File: src/rtl/dmem_arbiter_pkg.sv
// Shared encodings for the byte-serial data-memory arbiter: RV32I load/store
// size codes, FSM states, port identifiers and the access-size decode.
package dmem_arbiter_pkg;

   localparam logic [2:0] F3_B  = 3'b000;
   localparam logic [2:0] F3_H  = 3'b001;
   localparam logic [2:0] F3_W  = 3'b010;
   localparam logic [2:0] F3_BU = 3'b100;
   localparam logic [2:0] F3_HU = 3'b101;

   typedef enum logic [1:0] {
      ST_IDLE  = 2'd0,
      ST_XFER  = 2'd1,
      ST_RTAIL = 2'd2,
      ST_DONE  = 2'd3
   } dmem_state_t;

   typedef enum logic {
      PORT_CORE = 1'b0,
      PORT_DBG  = 1'b1
   } dmem_port_t;

   // Index of the last byte of an access: 0 for byte, 1 for half, 3 for word.
   // The reserved codes (011/110/111) fall through to a full word.
   function automatic logic [1:0] last_byte_idx(input logic [2:0] funct3);
      case (funct3[1:0])
         2'b00:   last_byte_idx = 2'd0;
         2'b01:   last_byte_idx = 2'd1;
         default: last_byte_idx = 2'd3;
      endcase
   endfunction

endpackage

File: src/rtl/dmem_arbiter_load_ext.sv
// Load data extension: turns the assembled little-endian raw word into the
// architectural load result (sign/zero extension by funct3).
module load_ext
   import dmem_arbiter_pkg::*;
(
   input  logic [2:0]  funct3,
   input  logic [31:0] raw,
   output logic [31:0] ext
);

   // Extend from bit 7 / bit 15 for signed loads, clear upper bits for unsigned.
   always_comb begin
      ext = raw;
      case (funct3)
         F3_B:    ext = {{24{raw[7]}}, raw[7:0]};
         F3_H:    ext = {{16{raw[15]}}, raw[15:0]};
         F3_BU:   ext = {24'h000000, raw[7:0]};
         F3_HU:   ext = {16'h0000, raw[15:0]};
         default: ext = raw;
      endcase
   end

endmodule

File: src/rtl/dmem_arbiter.sv
// Byte-serial data-memory arbiter between the pipeline MEM stage (core port)
// and the debug/program-loader port (dbg port).
//
//  state    | meaning
//  ---------+-----------------------------------------------------------------
//  ST_IDLE  | no access in flight; arbitrate and latch the winning request
//  ST_XFER  | one memory byte per cycle, k = 0..N-1; loads capture byte k-1
//  ST_RTAIL | load only: capture the last byte returned by the memory
//  ST_DONE  | one-cycle done pulse (and load data) on the granted port
module dmem_arbiter
   import dmem_arbiter_pkg::*;
#(
   parameter int AW           = 16,
   parameter int STARVE_LIMIT = 4
) (
   input  logic          clk,
   input  logic          rst,
   input  logic          enable,
   input  logic          core_req,
   input  logic          core_we,
   input  logic [2:0]    core_funct3,
   input  logic [AW-1:0] core_addr,
   input  logic [31:0]   core_wdata,
   output logic [31:0]   core_rdata,
   output logic          core_done,
   output logic          core_stall,
   input  logic          dbg_req,
   input  logic          dbg_we,
   input  logic [2:0]    dbg_funct3,
   input  logic [AW-1:0] dbg_addr,
   input  logic [31:0]   dbg_wdata,
   output logic [31:0]   dbg_rdata,
   output logic          dbg_done,
   output logic [AW-1:0] mem_addr,
   output logic          mem_we,
   output logic [7:0]    mem_wdata,
   input  logic [7:0]    mem_rdata
);

   localparam int SW = (STARVE_LIMIT < 1) ? 1 : $clog2(STARVE_LIMIT + 1);

   dmem_state_t   state_q, state_d;
   dmem_port_t    port_q, port_d;
   logic          we_q, we_d;
   logic [2:0]    f3_q, f3_d;
   logic [AW-1:0] addr_q, addr_d;
   logic [31:0]   wdata_q, wdata_d;
   logic [1:0]    cnt_q, cnt_d;
   logic [SW-1:0] starve_q, starve_d;
   logic [31:0]   raw_q, raw_d;
   logic [31:0]   rdata_q, rdata_d;
   logic          done_q, done_d;
   logic [AW-1:0] mem_addr_q, mem_addr_d;
   logic          mem_we_q, mem_we_d;
   logic [7:0]    mem_wdata_q, mem_wdata_d;

   logic          active;
   logic          starve_hit;
   logic          grant_dbg;
   logic          grant_any;
   logic          g_we;
   logic [2:0]    g_f3;
   logic [AW-1:0] g_addr;
   logic [31:0]   g_wdata;
   logic [1:0]    last_idx;
   logic [1:0]    nxt_idx;
   logic [1:0]    cap_idx;
   logic [31:0]   raw_cap;
   logic [31:0]   ext_data;

   // Core has priority unless the debug port has been passed over
   // STARVE_LIMIT times in a row; a lone dbg request always wins.
   assign starve_hit = (starve_q == SW'(STARVE_LIMIT));
   assign grant_dbg  = dbg_req & (starve_hit | ~core_req);
   assign grant_any  = core_req | dbg_req;
   assign g_we       = grant_dbg ? dbg_we      : core_we;
   assign g_f3       = grant_dbg ? dbg_funct3  : core_funct3;
   assign g_addr     = grant_dbg ? dbg_addr    : core_addr;
   assign g_wdata    = grant_dbg ? dbg_wdata   : core_wdata;

   assign last_idx = last_byte_idx(f3_q);
   assign nxt_idx  = cnt_q + 2'd1;
   // Read data lags the address by one cycle, so XFER captures the previous
   // byte and RTAIL captures the final one.
   assign cap_idx  = (state_q == ST_RTAIL) ? cnt_q : (cnt_q - 2'd1);

   // Merge the byte just returned by the memory into the raw load word.
   always_comb begin
      raw_cap = raw_q;
      raw_cap[{cap_idx, 3'b000} +: 8] = mem_rdata;
   end

   load_ext u_load_ext (
      .funct3 (f3_q),
      .raw    (raw_cap),
      .ext    (ext_data)
   );

   // Next-state, datapath and registered-output decode.
   always_comb begin
      state_d     = state_q;
      port_d      = port_q;
      we_d        = we_q;
      f3_d        = f3_q;
      addr_d      = addr_q;
      wdata_d     = wdata_q;
      cnt_d       = cnt_q;
      starve_d    = starve_q;
      raw_d       = raw_q;
      rdata_d     = '0;
      done_d      = 1'b0;
      mem_addr_d  = '0;
      mem_we_d    = 1'b0;
      mem_wdata_d = 8'h00;

      if (!dbg_req) begin
         starve_d = '0;
      end

      case (state_q)
         ST_IDLE: begin
            if (grant_any) begin
               port_d      = grant_dbg ? PORT_DBG : PORT_CORE;
               we_d        = g_we;
               f3_d        = g_f3;
               addr_d      = g_addr;
               wdata_d     = g_wdata;
               cnt_d       = 2'd0;
               raw_d       = '0;
               state_d     = ST_XFER;
               mem_addr_d  = g_addr;
               mem_we_d    = g_we;
               mem_wdata_d = g_we ? g_wdata[7:0] : 8'h00;
               if (grant_dbg) begin
                  starve_d = '0;
               end else if (dbg_req) begin
                  starve_d = starve_q + SW'(1);
               end
            end
         end

         ST_XFER: begin
            if (!we_q && (cnt_q != 2'd0)) begin
               raw_d = raw_cap;
            end
            if (cnt_q == last_idx) begin
               if (we_q) begin
                  state_d = ST_DONE;
                  done_d  = 1'b1;
               end else begin
                  state_d = ST_RTAIL;
               end
            end else begin
               cnt_d       = nxt_idx;
               mem_addr_d  = addr_q + AW'(nxt_idx);
               mem_we_d    = we_q;
               mem_wdata_d = we_q ? wdata_q[{nxt_idx, 3'b000} +: 8] : 8'h00;
            end
         end

         ST_RTAIL: begin
            raw_d   = raw_cap;
            rdata_d = ext_data;
            done_d  = 1'b1;
            state_d = ST_DONE;
         end

         ST_DONE: begin
            state_d = ST_IDLE;
         end

         default: begin
            state_d = ST_IDLE;
         end
      endcase
   end

   // FSM and registered outputs; enable=0 freezes everything in place.
   always_ff @(posedge clk) begin
      if (!rst) begin
         state_q     <= ST_IDLE;
         port_q      <= PORT_CORE;
         we_q        <= 1'b0;
         f3_q        <= 3'b000;
         addr_q      <= '0;
         wdata_q     <= '0;
         cnt_q       <= 2'd0;
         starve_q    <= '0;
         raw_q       <= '0;
         rdata_q     <= '0;
         done_q      <= 1'b0;
         mem_addr_q  <= '0;
         mem_we_q    <= 1'b0;
         mem_wdata_q <= 8'h00;
      end else if (enable) begin
         state_q     <= state_d;
         port_q      <= port_d;
         we_q        <= we_d;
         f3_q        <= f3_d;
         addr_q      <= addr_d;
         wdata_q     <= wdata_d;
         cnt_q       <= cnt_d;
         starve_q    <= starve_d;
         raw_q       <= raw_d;
         rdata_q     <= rdata_d;
         done_q      <= done_d;
         mem_addr_q  <= mem_addr_d;
         mem_we_q    <= mem_we_d;
         mem_wdata_q <= mem_wdata_d;
      end
   end

   // A frozen or resetting arbiter must not write memory or signal completion,
   // even for the byte already presented on the bus.
   assign active     = enable & rst;
   assign mem_addr   = mem_addr_q;
   assign mem_wdata  = mem_wdata_q;
   assign mem_we     = mem_we_q & active;
   assign core_done  = done_q & active & (port_q == PORT_CORE);
   assign dbg_done   = done_q & active & (port_q == PORT_DBG);
   assign core_rdata = core_done ? rdata_q : 32'h0;
   assign dbg_rdata  = dbg_done  ? rdata_q : 32'h0;
   assign core_stall = core_req & ~core_done;

endmodule
File: config.mk
export PLATFORM = sky130hd
export DESIGN_NAME = dmem_arbiter
export DESIGN_NICKNAME = d
export VERILOG_FILES = /design/src/rtl/dmem_arbiter_pkg.sv /design/src/rtl/dmem_arbiter_load_ext.sv /design/src/rtl/dmem_arbiter.sv
export SDC_FILE = /design/constraint.sdc
export NUM_CORES = 1
export LEC_CHECK = 0
export BUFFER_PORTS_ARGS = -buffer_cell sky130_fd_sc_hd__buf_4
export CAP_MARGIN = 10
export CORE_UTILIZATION = 50
export DETAILED_ROUTE_END_ITERATION = 12
export GPL_ROUTABILITY_DRIVEN = 0
export GPL_TIMING_DRIVEN = 0
export PLACE_DENSITY = 0.76
export SETUP_SLACK_MARGIN = 0.5
export SYNTH_ARGS = -nofsm -noshare
export SYNTH_HDL_FRONTEND = slang
export SYNTH_SLANG_ARGS = --single-unit
File: constraint.sdc
create_clock -name clk -period 3.5 [get_ports clk]
set_input_delay 0.175 -clock clk [delete_from_list [all_inputs] [get_ports clk]]
set_output_delay 0.175 -clock clk [all_outputs]
set_load 0.005 [all_outputs]
==> impl_metrics.yaml, run 1 <==
timing:
  tightest_slew_ns: 1.00
  finalClockSkew_ns: 0.00529
  final-setup-viol-count: 0
  whs_ns: 0.0175
  fin_tns_setup_ns: 0
  fmax_mhz: 347
  fin_crit_ns: 2.88
  slew_violations: 0
  hold_violations: 0
  rsz0062_at_grt: "no"
  slew_headroom_pct: 32.8
  period_share_pct: 82.4
layout:
  drive_gt1_share_pct: 24.9
  syn_to_final_growth_pct: 33.8
  fin_util_pct: 69.2
  final_nets: 1337
  fin_area_mm2: 0.0106
  antenna-diode-count: 0
floorplan:
  die-area_mm2: 0.0164
  fp.coreArea_mm2: 0.0154
  fp.dieH_um: 128
  die_w_um: 128
  io_pins: 209
  core.rowCount: 45
  start_util_pct: 51.8
power:
  power.internal_uw: 3500
  p_leak_uw: 0.00441
  p_seq_share_pct: 39.0
  combPwrFrac_pct: 19.1
  pwr-share-clk_pct: 41.9
  swShare_pct: 28.0
  power.switching_uw: 1360
  p_per_area_mw_per_mm2: 457
  ir_drop_v: 0.000358
critical_path:
  cp_top_family: "buffers and inverters"
  end_kind: "register"
  critPathKind: "register to register"
  path_cells: "buf_6, buf_12, clkinvlp_4, ha_4, buf_12, inv_1, o21a_2, ha_4, nor2_4, and3_1, clkbuf_4, and3_1, buf_4, a22oi_1, nor2b_1"
  path_buf_inv: 7
  slowest_delay_ns: 0.35
  critPathSlowestCell: "dfxtp_2"
  crit_path_start_kind: "register"
  crit_fanout: 10
  cp_data_arrival_time_ns: 3.20
  worstPathRequired_ns: 3.81
drt:
  viasPerCell: 5.65
  drt_wl_total_um: 24600
  drt-initial-drc-count: 606
  drtPass1Iterations: 5
  drcViolationCount: 0
  vias: 8089
  postRouteAntennaNets: 0
  avgRoutedWirePerCell_um: 17.2
clocking:
  clk_pin_slew_ns: 0.06
  clock_latency_ns: 0.43
  numCtsBuffers: 17
  cts_tree: "done"
  clock-sinks: 150
  cts_root_buffer: "clkbuf_16"
  clockBufferDepth: 2
  h-tree-depth: 4
place:
  postPlaceCellArea_mm2: 0.00980
  place_hpwl_um: 18400
  io_buffers: 204
synthesis:
  yosys.area.top_type_share_pct: 37.7
  synth_common_cells: "dfxtp_1, nand2_1, and2_1"
  synth_area_leaders: "dfxtp_1, nand2_1, and2_1"
  synthArstFlopShare_pct: 0
  synth.most_common_cell: "dfxtp_1"
  yosysWarnings: 0
  synth_ff_type: "dfxtp_1"
  syn_area_per_cell_um2: 8.16
  synth_edf_count: 0
  synth_top_area_cell: "dfxtp_1"
  yosysSeqAreaShare_pct: 37.7
  syn_nets: 1105
  syn-instance-count: 975
  syn-cell-area_mm2: 0.00796
  synth.distinct_cells: 64
  ys_seq_elements: 150
hold_path:
  hold_path.class: "input port to register"
job:
  drv_cap: 0
global_route:
  grt_pass1_vias: 7529
  track_usage_pct: 30.3
  antenna_found_initial: 0
  grt.overflow.total: 0
  grt_pass1_wl_um: 38600
  grt_start_max_net_pins: 17
run_status:
  status: "finished clean"
## layout by cell type, fill, tap and decap left out, types with 8 or more instances in the layout
cell and instances:
buf_4 214, dfxtp_1 149, nand2_1 144, and2_1 78
clkbuf_1 57, nor2_1 53, o21ai_0 41, a22o_1 35
inv_1 32, a21oi_1 31, a311oi_1 31, nand3_1 30
nor2b_1 25, nor3_1 22, mux2i_1 20, o21ai_1 17
clkbuf_16 17, and3_1 15, o22ai_1 13, a31oi_1 12
buf_2 11, o211a_1 10, xnor2_1 9, a21boi_0 9
nand2b_1 8, o21a_1 8, mux4_2 8, ha_1 8
## final timing paths
path,cells after the start,to,slack (ns),startpoint
worst min register to register,2,rdata_q[22]$_SDFFE_PN0P_,0.45,rdata_q[22]$_SDFFE_PN0P_
worst min-delay path,3,wdata_q[26]$_SDFFE_PN0P_,0.02,dbg_wdata[26]
worst max register to register,15,raw_q[9]$_SDFFE_PN0P_,0.62,cnt_q[0]$_SDFFE_PN0P_
worst max-delay path,15,raw_q[9]$_SDFFE_PN0P_,0.62,cnt_q[0]$_SDFFE_PN0P_
## per-layer routing
| layer | wire, um | GRT usage [%] | vias up |
|---|---|---|---|
| li1 | - | - | 3914 |
| met1 | 10500 | 38.1 | 3706 |
| met2 | 11600 | 50.5 | 399 |
| met3 | 1630 | 4.88 | 70 |
| met4 | 887 | 14.5 | 0 |
| met5 | 0 | 0 | - |
## cells by family (layout without fill, tap and decap cells)
kind of cell	after synthesis	in the layout	share of synthesized area, %
AO/OA/AOI/OAI	253	253	22.6
adder cells (fa/ha/maj)	13	13	2.14
AND/OR/NAND/NOR	399	399	24.8
multiplexers	34	34	5.63
flip-flops	150	150	37.7
XOR/XNOR	14	14	1.54
buffers and inverters	112	357	5.54
## tightest hold or removal path: stages
cell and delay, ns:
buf_4 0.11, nand2_1 0.04, a311oi_1 0.07
## layout make-up
cell class	instances	area (um^2)
Clock buffer	20	457
Inverter	35	135
Multi-Input combinational cell	713	4620
Sequential cell	150	3000
Tap cell	211	264
Fill cell	1331	4730
Clock inverter	12	200
Timing Repair Buffer	213	1600
Buffer	77	358
## per-stage QoR
step           std cells  total power (uW)  setup slack, ns
2_1_floorplan        975              2460            0.515
3_3_place_gp        1390              2800          -0.0139
3_5_place_dp        1390              2820           -0.132
4_1_cts             1427              4850            0.501
5_1_grt             1431              5040            0.517
6_report            1431              4870            0.616
## flip-flops by register name, summed over array words and instances (netlist names), 2 cells and up
name / count
addr_q: 16
mem_wdata: 8
cnt_q: 2
raw_q: 32
mem_addr: 16
state_q: 2
rdata_q: 32
f3_q: 3
wdata_q: 32
starve_q: 3
## what timing repair did
action | 4_1_cts | 5_1_grt
hold buffers | 0 | 0
gates cloned | 0 | 0
endpoints found under the setup margin | 47 | 49
resized for setup | 22 | 17
buffers inserted | 5 | 4
pin swaps | 4 | 1
## power groups by stage
stage	clock [uW]	sequential, uW	combinational (uW)
detailed placement	0	1930	886
floorplan	0	1910	558
CTS	2050	1890	904
finish	2040	1900	929
global placement	0	1930	871
global route	2120	1910	1010
Note: power is estimated with default switching activity, not from simulation.
==> run 2, diff against run 1 <==
CORE_UTILIZATION = 48   (was 50)
PLACE_DENSITY = 0.77   (was 0.76)
clock period = 2.5 ns   (was 3.5 ns; I/O delays follow)
==> run 2 against run 1 <==
Compared with the run above: the flow now finishes with violations (negative setup slack); critical path depth shrank 3; via count grew 14%; global-route usage grew 4.2 points; clock power grew 31%; final area grew 17%; count of clock-buffer cells in the layout shrank 1; flip-flop and latch count is the same; combinational power grew 92%; worst setup slack lost 0.68 ns; critical endpoint is now mem_addr[11]$_SDFFE_PN0P_; largest cell class unchanged.
==> impl_metrics.yaml, run 2 (synthesis results as in run 1) <==
power:
  p_leak_uw: 0.00513
  ir_drop_v: 0.000580
  p_per_area_mw_per_mm2: 574
critical_path:
  end_kind: "register"
  cp_data_arrival_time_ns: 2.89
  worstPathRequired_ns: 2.83
  crit_path_start_kind: "register"
  reg2reg_to: "mem_addr[11]$_SDFFE_PN0P_"
  path_cells: "buf_6, buf_12, inv_8, ha_4, buf_4, ha_4, a21oi_4, or4_4, buf_4, xnor2_2, o221ai_1, and3_1"
  slowest_delay_ns: 0.52
  cp_top_family: "simple AND/OR/NAND/NOR gates"
  critPathKind: "register to register"
  r2r_start: "cnt_q[0]$_SDFFE_PN0P_"
  crit_fanout: 5
  regToRegSetupSlack_ns: -0.06
  path_buf_inv: 5
  critPathSlowestCell: "or4_4"
  worstRegToRegCells: 12
layout:
  fin_util_pct: 77.4
  multi_input_area_mm2: 0.00535
  drive_gt1_share_pct: 36.5
  final_nets: 1428
  fillers: 987
  layout_commonest_cell: "buf_4"
  top_regs: "raw_q: 32 flops, rdata_q: 32 flops, wdata_q: 32 flops"
  seqCellArea_mm2: 0.00301
  syn_to_final_growth_pct: 56.2
  final_cell_mix: "buf_4, dfxtp_1, nand2_1, and2_1, dlygate4sd3_1"
  antenna-diode-count: 0
timing:
  slew_violations: 0
  final-setup-viol-count: 28
  slew_headroom_pct: 44.0
  finalClockSkew_ns: 0.0102
  fin_ws_ns: -0.0596
  fin_tns_setup_ns: -0.668
  fin_crit_ns: 2.56
  tightest_slew_ns: 0.834
  hold_violations: 0
  period_share_pct: 102
  rsz0062_at_grt: "yes"
  fmax_mhz: 391
floorplan:
  die_w_um: 131
  fp.coreArea_mm2: 0.0161
  die-area_mm2: 0.0171
  core.rowCount: 46
  fp.dieH_um: 131
  start_util_pct: 49.5
  io_pins: 209
drt:
  postRouteAntennaNets: 0
  drt_wl_total_um: 30900
  drt-initial-drc-count: 998
  vias: 9210
  drtPass1Iterations: 7
  avgRoutedWirePerCell_um: 20.2
  viasPerCell: 6.03
  drcViolationCount: 0
global_route:
  grt_start_max_net_pins: 17
  grt_pass1_vias: 8553
  track_usage_pct: 34.5
  grt_pass1_wl_um: 44500
  antenna_found_initial: 0
  grt.overflow.total: 0
place:
  io_buffers: 204
  place_hpwl_um: 18200
  place_ws_ns: -0.536
job:
  drv_cap: 0
run_status:
  status: "finished, violations left"
  violations: "negative setup slack"
clocking:
  h-tree-depth: 4
  cts_root_buffer: "clkbuf_16"
  clock-sinks: 150
  cts_tree: "done"
  numCtsBuffers: 17
  clockBufferDepth: 2
  clock_latency_ns: 0.44
  clk_pin_slew_ns: 0.06
hold_path:
  hold_path.class: "input port to register"
  hold_depth: 2
  min_to: "raw_q[18]$_SDFFE_PN0P_"
  min_from: "mem_rdata[2]"
## run 2: changes by cell type in the layout (fill, tap and decap cells not counted), sizes merged
cell / before / now
clkinvlp: 4 / 7
nor2: 54 / 55
buf: 230 / 263
clkbuf: 80 / 73
bufinv: 5 / 3
dlygate4sd3: 0 / 63
## run 2: what timing repair did
action,CTS,global route
setup endpoints to repair,197,187
hold endpoints to repair,36,0
pin swaps,42,47
hold buffers,63,0
setup buffers,24,10
cloned,3,0
gates resized for setup,128,123
## run 2: power by group
part	leakage [uW]	switching, uW	total, uW	internal, uW
Clock	0.000283	1070	2680	1610
Sequential	0.00122	138	2680	2540
Combinational	0.00363	993	1780	786
## run 2: how the worst max path moves through the flow
| stage | startpoint | to | slack, ns | cells past startpoint |
|---|---|---|---|---|
| 6_report | cnt_q[0]$_SDFFE_PN0P_ | mem_addr[11]$_SDFFE_PN0P_ | -0.06 | 12 |
| 5_1_grt | cnt_q[0]$_SDFFE_PN0P_ | rdata_q[28]$_SDFFE_PN0P_ | -0.11 | 14 |
| 4_1_cts | cnt_q[0]$_SDFFE_PN0P_ | rdata_q[26]$_SDFFE_PN0P_ | -0.004 | 14 |
| 3_5_place_dp | cnt_q[0]$_SDFFE_PN0P_ | rdata_q[31]$_SDFFE_PN0P_ | -0.54 | 14 |
| 3_3_place_gp | cnt_q[0]$_SDFFE_PN0P_ | rdata_q[27]$_SDFFE_PN0P_ | -0.52 | 14 |
| 2_1_floorplan | cnt_q[0]$_SDFFE_PN0P_ | rdata_q[30]$_SDFFE_PN0P_ | -0.18 | 14 |
## run 2: cell type report
class	instances	share of cell area (%)
multi-input cells	714	43.1
flip-flops and latches	150	24.2
repair buffers	303	20.1
plain buffers	77	4.35
clock buffers	19	3.65
well taps	216	2.18
clock inverters	13	1.25
inverters	35	1.19
## run 2: worst reg2reg max path: stages, from the launching register on
cell      delay (ns)
dfxtp_2         0.32
buf_6           0.12
buf_12          0.12
inv_8           0.05
ha_4            0.20
buf_4           0.17
ha_4            0.28
a21oi_4         0.06
or4_4           0.52
buf_4           0.17
xnor2_2         0.14
o221ai_1        0.12
and3_1          0.19
## run 2: metrics by stage
step	instance area [um^2]	hold slack, ns	total power (uW)	std cells
floorplan	8190	0.251	3480	975
global placement	9990	0.398	3960	1395
detailed placement	9990	0.402	3970	1395
CTS	11900	0.000172	6830	1517
global route	12400	0.0176	7310	1527
finish	12400	0.0204	7140	1527
## run 2: layer usage
layer	share of wire (%)	vias up	global-route usage [%]	wire length [um]
li1	-	4102	-	-
met1	38	4344	41.0	11700
met2	49	636	57.8	15200
met3	9.2	128	8.02	2840
met4	3.9	0	18.4	1200
met5	0	-	0	0
==> run 3, diff against run 2 <==
ABC_AREA = 1   (was unset)
CORE_UTILIZATION = 49   (was 48)
PLACE_DENSITY = 0.78   (was 0.77)
==> run 3 against run 2 <==
Compared with the run above: maximum frequency is 2.3% higher; highest routed layer unchanged; critical path depth increased by 4; sequential share of layout area shrank 0.29 points; sequential power down 1%; global-route usage fell by 1.9 points; non-clock buffer count is 26 lower; the run still ends with negative setup slack left; flip-flop and latch count unchanged; critical endpoint is now rdata_q[31]$_SDFFE_PN0P_.
==> impl_metrics.yaml, run 3 <==
power:
  p_leak_uw: 0.00528
  ir_drop_v: 0.000555
  report.power.total_uw: 7130
  p_per_area_mw_per_mm2: 568
global_route:
  track_usage_pct: 32.5
  grt.overflow.total: 0
  antenna_found_initial: 0
  grt_pass1_wl_um: 45000
  grt_start_max_net_pins: 17
  grt_pass1_vias: 9333
floorplan:
  die-area_mm2: 0.0173
  start_util_pct: 50.0
  core.rowCount: 47
  fp.coreArea_mm2: 0.0165
  fp.dieH_um: 132
  die_w_um: 132
  io_pins: 209
synthesis:
  synth_ff_type: "dfxtp_1"
  syn_area_per_cell_um2: 6.17
  syn-instance-count: 1334
  synth_edf_count: 0
  synth_top_area_cell: "dfxtp_1"
  syn-cell-area_mm2: 0.00823
  synth.most_common_cell: "nand2_1"
  yosysWarnings: 0
  synth_common_cells: "nand2_1, nor2_1, dfxtp_1"
  yosysSeqAreaShare_pct: 36.5
  synth_area_leaders: "dfxtp_1, nand2_1, a21oi_1"
  yosys.area.top_type_share_pct: 36.5
  synthArstFlopShare_pct: 0
  ys_seq_elements: 150
  syn_nets: 1464
  synth.distinct_cells: 42
critical_path:
  slowest_delay_ns: 0.34
  path_cells: "buf_6, inv_4, buf_6, buf_8, ha_4, o21ai_4, inv_2, ha_4, buf_4, nand3_2, nand3_4, nand3_4, nand3_4, buf_6, nand2_2, a21oi_2"
  r2r_start: "cnt_q[0]$_SDFFE_PN0P_"
  critPathSlowestCell: "dfxtp_2"
  crit_fanout: 5
  path_buf_inv: 7
  end_kind: "register"
  worstPathRequired_ns: 2.79
  cp_data_arrival_time_ns: 2.80
  crit_path_start_kind: "register"
  critPathKind: "register to register"
  cp_top_family: "buffers and inverters"
  crit_start: "cnt_q[0]$_SDFFE_PN0P_"
drt:
  viasPerCell: 5.67
  drcViolationCount: 0
  drt-initial-drc-count: 1135
  avgRoutedWirePerCell_um: 17.6
  drtPass1Iterations: 9
  postRouteAntennaNets: 0
  drt_wl_total_um: 32900
  vias: 10567
layout:
  final_cell_mix: "nand2_1, buf_4, nor2_1, dfxtp_1, a21oi_1"
  drive_gt1_share_pct: 34.9
  fillers: 1202
  antenna-diode-count: 0
  multi_input_area_mm2: 0.00558
  layout_commonest_cell: "nand2_1"
  seqCellArea_mm2: 0.00301
  final_nets: 1761
  instances_no_fill: 1864
  syn_to_final_growth_pct: 52.7
  fin_util_pct: 76.3
  top_regs: "raw_q: 32 flops, rdata_q: 32 flops, wdata_q: 32 flops"
timing:
  hold_violations: 0
  final-setup-viol-count: 1
  finalClockSkew_ns: 0.00819
  fmax_mhz: 400
  slew_headroom_pct: 43.6
  fin_crit_ns: 2.50
  tightest_slew_ns: 0.846
  rsz0062_at_grt: "yes"
  fin_ws_ns: -0.00293
  slew_violations: 0
  period_share_pct: 100
job:
  drv_cap: 0
hold_path:
  hold_path.class: "input port to register"
  min_from: "dbg_addr[13]"
run_status:
  violations: "negative setup slack"
  status: "finished, violations left"
place:
  dpl.cell_count: 1762
  place_hpwl_um: 19800
  io_buffers: 208
clocking:
  clk_pin_slew_ns: 0.06
  cts_tree: "done"
  clock-sinks: 150
  clockBufferDepth: 2
  h-tree-depth: 4
  clock_latency_ns: 0.44
  cts_root_buffer: "clkbuf_16"
  numCtsBuffers: 17
## run 3: layout make-up
type / count / share of cell area [%]
clock inverters: 12 / 1.02
multi-input cells: 1003 / 44.4
clock buffers: 20 / 3.71
well taps: 220 / 2.19
repair buffers: 278 / 17.8
inverters: 105 / 3.41
plain buffers: 76 / 3.50
flip-flops and latches: 150 / 23.9
## run 3: kinds of logic after synthesis
group                    after synthesis  share of synthesized area (%)
XOR/XNOR                               5                          0.623
buffers and inverters                181                           8.63
flip-flops                           150                           36.5
AO/OA/AOI/OAI                        283                           18.0
adder cells (fa/ha/maj)               13                           2.07
AND/OR/NAND/NOR                      702                           34.2
## run 3: worst register-to-register path, stage by stage (launching register included)
cell and delay, ns:
dfxtp_2 0.34, buf_6 0.10, inv_4 0.03, buf_6 0.11, buf_8 0.12, ha_4 0.23, o21ai_4 0.18, inv_2 0.09
ha_4 0.18, buf_4 0.15, nand3_2 0.16, nand3_4 0.12, nand3_4 0.13, nand3_4 0.12, buf_6 0.16, nand2_2 0.08
a21oi_2 0.05
## run 3: repair_timing
action | CTS | global route
hold buffers | 23 | 0
endpoints found under the setup margin | 154 | 201
pin swaps | 57 | 101
setup buffers | 29 | 16
resized for setup | 128 | 238
hold endpoints to repair | 17 | 0
gates cloned | 2 | 0
## run 3: per-layer routing
layer / vias to the layer above / global-route usage [%] / wire length, um
met1: 4856 / 41.2 / 12400
li1: 4853 / - / -
met5: - / 0 / 0
met3: 169 / 7.99 / 3400
met2: 689 / 52.1 / 15500
met4: 0 / 14.5 / 1620
## run 3: power breakdown
group          switching [uW]  internal (uW)  total, uW  leakage [uW]
clock network            1070           1540       2610      0.000284
registers                 116           2520       2640       0.00122
logic                    1140            751       1890       0.00378
total                    2320           4810       7130       0.00528
## run 3: worst paths after layout
path,cells past startpoint,to,slack (ns)
worst max-delay path,16,rdata_q[31]$_SDFFE_PN0P_,-0.003
worst min-delay path,3,addr_q[13]$_SDFFE_PN0P_,0.002
worst max register to register,16,rdata_q[31]$_SDFFE_PN0P_,-0.003
worst min register to register,2,mem_wdata[5]$_SDFFE_PN0P_,0.46
## run 3: through the flow
step                hold WS, ns  setup slack, ns  instance area (um^2)  TNS (ns)
detailed placement        0.409           -0.159                 10200     -1.54
CTS                     0.00261            0.165                 11700         0
global route             0.0142          -0.0998                 12600     -1.46
global placement          0.401           -0.136                 10200     -1.10
floorplan                 0.297            0.161                  8340         0
finish                  0.00169         -0.00293                 12600  -0.00293
